===== config.mk =====
export PLATFORM = sky130hd
export DESIGN_NAME = fp_norm_round_pipe
export DESIGN_NICKNAME = d
export VERILOG_FILES = /design/src/rtl/fp_norm_round_pipe.sv
export SDC_FILE = /design/constraint.sdc
export NUM_CORES = 1
export LEC_CHECK = 0
export BUFFER_PORTS_ARGS = -buffer_cell sky130_fd_sc_hd__buf_2
export CAP_MARGIN = 20
export CORE_UTILIZATION = 30
export CTS_CLUSTER_SIZE = 40
export DETAILED_ROUTE_END_ITERATION = 7
export GPL_TIMING_DRIVEN = 1
export PLACE_DENSITY_LB_ADDON = 0.05
export RECOVER_POWER = 25
export SLEW_MARGIN = 5
export SYNTH_ARGS = -nofsm -noshare
export SYNTH_HDL_FRONTEND = slang
export SYNTH_SLANG_ARGS = --single-unit

===== constraint.sdc =====
create_clock -name clk -period 7.7 [get_ports clk]
set_clock_uncertainty 0.05 [all_clocks]
set_input_delay 0.77 -clock clk [delete_from_list [all_inputs] [get_ports clk]]
set_output_delay 0.77 -clock clk [all_outputs]
set_load 0.02 [all_outputs]

===== src/rtl/fp_norm_round_pipe.sv =====
// Normalize / round / pack back end for the FP add/sub datapath.
// Three register stages under a single global stall (adv).
module fp_norm_round_pipe #(
   parameter int EXP_W = 8,
   parameter int MAN_W = 23
) (
   input  logic                   clk,
   input  logic                   reset,
   input  logic                   in_valid,
   output logic                   in_ready,
   input  logic                   in_sign,
   input  logic [EXP_W-1:0]       in_exp,
   input  logic [MAN_W+4:0]       in_mant,
   input  logic [1:0]             in_rnd,
   output logic                   out_valid,
   input  logic                   out_ready,
   output logic [EXP_W+MAN_W:0]   out_result,
   output logic [2:0]             out_flags
);
   localparam int STAGES  = 3;
   localparam int MW      = MAN_W + 5;
   localparam int NW      = MAN_W + 4;
   localparam int LZ_W    = $clog2(MAN_W + 5);
   localparam int EW      = EXP_W + 2;
   localparam int EXP_MAX = (1 << EXP_W) - 1;

   typedef struct packed {
      logic             sign;
      logic [EXP_W-1:0] exp;
      logic [MW-1:0]    mant;
      logic [1:0]       rnd;
      logic [LZ_W-1:0]  lz;
   } s1_t;

   typedef struct packed {
      logic             sign;
      logic [EW-1:0]    exp;
      logic [NW-1:0]    norm;   // {hidden, fraction, g, r, s}
      logic [1:0]       rnd;
      logic             zero;
      logic             flush;
   } s2_t;

   logic [STAGES:1] vld_pipe;
   logic            adv;
   s1_t             s1_d, s1_q;
   s2_t             s2_d, s2_q;
   logic [LZ_W-1:0] lz_d;

   assign out_valid = vld_pipe[STAGES];
   assign adv       = ~out_valid | out_ready;
   assign in_ready  = adv;

   // leading zeros counted from the hidden position down; NW when all clear
   always_comb begin
      lz_d = LZ_W'(NW);
      for (int i = 0; i < NW; i++)
         if (in_mant[i]) lz_d = LZ_W'(NW - 1 - i);
   end

   always_comb begin
      s1_d.sign = in_sign;
      s1_d.exp  = in_exp;
      s1_d.mant = in_mant;
      s1_d.rnd  = in_rnd;
      s1_d.lz   = lz_d;
   end

   logic signed [EW-1:0] exp_x, lz_x;

   always_comb begin
      exp_x      = $signed(EW'(s1_q.exp));
      lz_x       = $signed(EW'(s1_q.lz));
      s2_d.sign  = s1_q.sign;
      s2_d.rnd   = s1_q.rnd;
      s2_d.zero  = (s1_q.mant == '0);
      s2_d.flush = 1'b0;
      if (s1_q.mant[MW-1]) begin
         s2_d.norm = {s1_q.mant[MW-1:2], |s1_q.mant[1:0]};
         s2_d.exp  = exp_x + $signed(EW'(1));
      end else begin
         s2_d.norm  = s1_q.mant[NW-1:0] << s1_q.lz;
         s2_d.exp   = exp_x - lz_x;
         s2_d.flush = (lz_x >= exp_x);
      end
   end

   logic [MAN_W-1:0]     frac;
   logic                 g, r, st, x, inc;
   logic [MAN_W:0]       sum;
   logic signed [EW-1:0] e_r;
   logic [EXP_W+MAN_W:0] res_d;
   logic [2:0]           flg_d;

   always_comb begin
      frac = s2_q.norm[NW-2:3];
      g    = s2_q.norm[2];
      r    = s2_q.norm[1];
      st   = s2_q.norm[0];
      x    = g | r | st;
      case (s2_q.rnd)
         2'd0:    inc = g & (r | st | frac[0]);
         2'd1:    inc = 1'b0;
         2'd2:    inc = ~s2_q.sign & x;
         default: inc = s2_q.sign & x;
      endcase
      sum = {1'b0, frac} + (MAN_W+1)'(inc);
      e_r = $signed(s2_q.exp) + $signed(EW'(sum[MAN_W]));
      if (s2_q.zero) begin
         res_d = {s2_q.sign, {(EXP_W+MAN_W){1'b0}}};
         flg_d = 3'b000;
      end else if (s2_q.flush) begin
         res_d = {s2_q.sign, {(EXP_W+MAN_W){1'b0}}};
         flg_d = 3'b011;
      end else if (e_r >= $signed(EW'(EXP_MAX))) begin
         res_d = {s2_q.sign, {EXP_W{1'b1}}, {MAN_W{1'b0}}};
         flg_d = 3'b101;
      end else begin
         res_d = {s2_q.sign, e_r[EXP_W-1:0], sum[MAN_W-1:0]};
         flg_d = {2'b00, x};
      end
   end

   always_ff @(posedge clk or negedge reset) begin
      if (!reset) begin
         vld_pipe   <= '0;
         s1_q       <= '0;
         s2_q       <= '0;
         out_result <= '0;
         out_flags  <= '0;
      end else if (adv) begin
         vld_pipe   <= {vld_pipe[STAGES-1:1], in_valid};
         s1_q       <= s1_d;
         s2_q       <= s2_d;
         out_result <= res_d;
         out_flags  <= flg_d;
      end
   end
endmodule

After elaboration in Yosys (flattened, before gate mapping). Cells that the tools add are included.

Shift-type cells: 1. Magnitude comparators: 2. Multiplexer cells: 36. Bitwise operators: 10. Add/subtract/negate cells: 4. Reduce and logical (&&, ||, !) cells: 3. Equal/unequal tests: 2.

Operators with widths (count): $mux W5 (25); $mux W31 (3); $mux W37 (1); $logic_not A28 Y1 (1); $shl A27 B5 Y27 (1); $add A23 B1 Y24 (1); $add A10 B2 Y10 (1); $ge A10 B9 Y1 const B (1); $add A8 B1 Y9 const B (1); $mux W3 (3); $sub A8 B5 Y9 (1); $ge A5 B8 Y1 (1); $or A1 B1 Y1 (5); $and A1 B1 Y1 (3); $pmux W1 S3 (1); $eq A2 B1 Y1 const B (1); $eq A2 B2 Y1 const B (1); $logic_not A2 Y1 (1); $mux W1 (2); $mux W2 (1); $not A1 Y1 (2); $reduce_or A2 Y1 (1).

Flip-flop bits (word level): 123. Output and inout bits: 37. Logic and storage cells: 72. Input bits: 43.

Logic depth before layout (Yosys ltp).
Word-level depth: 27. Gate-level depth with buffers: 18. Gate-level depth less buffers: 17.

Worst setup path before layout. No wires, ideal clock.

Path kind: flip-flop to flip-flop. From: register s2_q[41] in the netlist's numbering. To: register out_result[14]. Period minus slack after synthesis: 3435 ps. Stages on the path, launching flop included: 19. Library setup time: 74 ps. Arrival time: 3311 ps. Slack: 4265 ps. Data required time: 7576 ps. Cell sequence: dfrtp_1 -> nand2_1 -> xnor2_1 -> nor3_1 -> ha_1 -> nand2_1 -> or3_1 -> nor2_1 -> nand2_1 -> nor2_1 -> ha_1 -> ha_1 -> nand3_1 -> a211o_2 -> o21ai_2 -> nor3_4 -> nand2b_4 -> buf_12 -> o21ai_2.

Word-level cells in the longest chain between the ends: 9. Elaborated cells between the ends (all ways): 10.

RTL lines: from (decl) (RTL line 47) `s2_t s2_d, s2_q;`; from (signal assigned) (RTL line 128) `s2_q <= '0;`; from (signal assigned) (RTL line 134) `s2_q <= s2_d;`; $not A1 Y1 (RTL line 104) `2'd2: inc = ~s2_q.sign & x;`; $and A1 B1 Y1 (RTL line 104); $pmux W1 S3 * (RTL line 101) `case (s2_q.rnd)`; $add A23 B1 Y24 * (RTL line 107) `sum = {1'b0, frac} + (MAN_W+1)'(inc);`; $add A10 B2 Y10 (RTL line 108) `e_r = $signed(s2_q.exp) + $signed(EW'(sum[MAN_W]));`; $ge A10 B9 Y1 (RTL line 115) `end else if (e_r >= $signed(EW'(EXP_MAX))) begin`; $mux W31 * (RTL line 115); $mux W31 * (RTL line 112) `end else if (s2_q.flush) begin`; $mux W31 * (RTL line 109) `if (s2_q.zero) begin`; to (signal assigned) (RTL line 135) `out_result <= res_d;`; to (decl) (RTL line 17) `output logic [EXP_W+MAN_W:0] out_result,`.

Every way passes the cells marked *; elsewhere a longest branch is shown, timed or not. A chain may end at the register's enable or synchronous reset.

Worst setup path after layout.
From: register s2_q[41] in the netlist's numbering. To: register out_result[2].

The elaborated chain is that of the path after synthesis.

==> impl_metrics.tcl <==
set metrics [dict create \
    outcome "complete, but fails checks" \
    failed_checks "capacitance limit, slew limit" \
    wl_per_cell_microns 18.1 \
    synth.distinct_cells 72 \
    slew_viol_final 103 \
    leakage_nw 3.74 \
    powerDensity_nw_per_um2 373 \
    avgSynthCellArea_sq_um 8.97 \
    synth_compound_area_frac 0.160 \
    vias_per_cell 5.10 \
    synth-seq-cells 123 \
    muxShareOfSynthArea 0.110 \
    cts_max_level 4 \
    overflow 0 \
    drt-total-wl_microns 22300 \
    cp.arrival_ps 4260 \
    rows 57 \
    grt_use_total 0.177 \
    syn_nets 895 \
    cts_tree "done" \
    antenna_found_initial 0 \
    synth_area_leaders "dfrtp_1 (41%), nand2_1 (11%), mux4_2 (3.9%)" \
    critPathMaxFanout 21 \
    grt_pass1_wl_microns 35600 \
    ys_warn_count 0 \
    seq_area_frac_synth 0.408 \
    die-area_sq_um 25800 \
    clock-sinks 123 \
    cts_buffers 17 \
    diodes 0 \
    rsz0062_at_grt "false" \
    synth-edff-count 0 \
    required_ps 7980 \
    synthSimpleGateAreaFrac 0.214 \
    cts.reportedPaths.clkPinSlew_ps 60 \
    drive_gt1_frac 0.183 \
    grt_pass1_vias 6216 \
    final_hold_viol_count 0 \
    fin_crit_ps 3980 \
    crit_type "reg2reg" \
    start_util 0.308 \
    final_nets 952 \
    hold_buffers 0 \
    pin_count 80 \
    die_x_microns 161 \
    synthAdderAreaFrac 0.0192 \
    synth_area_leader_cell "dfrtp_1" \
    synth_area_sq_um 7540 \
    port_buffers 79 \
    placedCellCount 1203 \
    min_period_over_period 0.517 \
    final-instance-count-excl-fill 1235 \
    endpoint_kind "flop" \
    fmax_ghz 0.251 \
    fin_total_pwr_mw 3.26 \
    route.vias.total 6293 \
    syn_inst 841 \
    clock_latency_ps 420 \
    gp_congestion 0.865 \
    core_sq_um 24500 \
    drc 0 \
    synth_top_area_share 0.408 \
    die_h_microns 161 \
    async_flop_share 1.00 \
    clockRootBuffer "clkbuf_16" \
    slew_headroom -0.926 \
    utilization 0.357 \
    critPathLaunchType "flop" \
    drt_iter0_markers 393 \
    cts_buffer_depth 2 \
    synth_ff_type "dfrtp_1" \
    final_common_cell "nand2_1" \
    worst_slew_pin_slew_ps 2890 \
    first_pass_iters 4 \
    min_path_type "reg2reg" \
    area_delta_synth_final_pct 15.9 \
    synth_top_family_by_area "simple AND/OR/NAND/NOR gates" \
    final_cell_mix "nand2_1 (214), dfrtp_1 (123), buf_2 (67)" \
    cts-resized-gates 0 \
    max_cap_violations 2 \
    grt_max_degree 95 \
    ant_nets 0 \
    cts_setup_buffers 0 \
    tns_ps 0 \
    setup_viol 0 \
    dp_hpwl_microns 15900 \
    synth-xor-area-share 0.0372 \
    vdd_drop_max_mv 0.158 \
]
[worst max-delay path, cell delays in order (launching register included)]
cell and delay (ps):
dfrtp_1 370, nand2_1 80, xnor2_1 120, nor3_1 180, ha_1 230, nand2_1 90, or3_1 420, nor2_1 300
nand2_1 90, nor2_1 110, ha_1 220, ha_1 280, nand3_1 170, a211o_2 370, o21ai_2 160, nor3_4 90
nand2b_4 320, o21ai_0 250
[metal layers]
layer | up-vias | wire [microns] | global-route usage
met1 | 3058 | 11300 | 0.257
met4 | 0 | 348 | 0.0558
met5 | - | 0 | 0
met2 | 120 | 9850 | 0.267
met3 | 23 | 768 | 0.0300
li1 | 3092 | - | -
[worst paths after layout]
kind	start	endpoint	slack (ps)	cells after the start
setup / recovery	s2_q[41]	out_result[2]	3720	17
hold / removal	vld_pipe[2]	vld_pipe[2]	410	2
setup reg to reg	s2_q[41]	out_result[2]	3720	17
hold reg to reg	vld_pipe[2]	vld_pipe[2]	410	2
max in group asynchronous	reset	s1_q[20]	4230	2
min in group asynchronous	reset	out_result[27]	1230	1
[cell families (layout without fill, tap and decap cells)]
family | after synthesis | in the layout
buffers and inverters | 70 | 140
AOI/OAI and AO/OA | 180 | 180
and+or+nand+nor | 367 | 367
adders and majority gates | 11 | 11
muxes | 58 | 58
xor gates and xnor gates | 32 | 32
DFF | 123 | 123
[metrics by stage]
step / setup slack [ps] / instance area (sq um) / hold slack, ps
CTS: 3640 / 8760 / 366
finish: 3720 / 8740 / 408
detailed placement: 3660 / 8100 / 397
global route: 3360 / 8740 / 445
floorplan: 4260 / 7540 / 380
global placement: 3780 / 8100 / 392
[layout make-up]
type                       count  area [sq um]
tap                          324           405
fill                        2568         15700
sequential                   123          3080
clock buffer                  20           447
clock inverter                12           211
inverter                      21          78.8
multi-input combinational    648          4080
timing repair buffer          87           437
[report_power, final]
part	switching (mW)	internal (mW)	total (mW)
combinational	0.726	0.470	1.20
sequential	0.271	0.886	1.16
clock	0.317	0.588	0.905
total	1.31	1.94	3.26
[cells in the mapped netlist (all sizes together) (4+ instances only)]
| master | instances |
|---|---|
| a211oi | 6 |
| mux2i | 26 |
| nand2b | 5 |
| nor4 | 13 |
| o31ai | 7 |
| ha | 10 |
| nand2 | 215 |
| mux4 | 17 |
| a21oi | 38 |
| xnor2 | 18 |
| a31oi | 6 |
| and3 | 4 |
| clkbuf | 24 |
| a221oi | 7 |
| dfrtp | 123 |
| nor2b | 4 |
| o21a | 4 |
| nor2 | 60 |
| nor3 | 18 |
| or3 | 4 |
| o22ai | 6 |
| mux2 | 15 |
| o21ai | 70 |
| buf | 23 |
| xor2 | 14 |
| nand4 | 7 |
| nand3 | 22 |
| inv | 20 |
| a22oi | 9 |
[flip-flops by register name (all words and copies together), names as in the netlist]
signal and flops:
vld_pipe 3, lz_x 5, r 1, out_flags 3, s1_q 31, out_result 32, exp_x 8, g 1
s2_q 16, frac 23
Power figures use the tool's default switching activity.
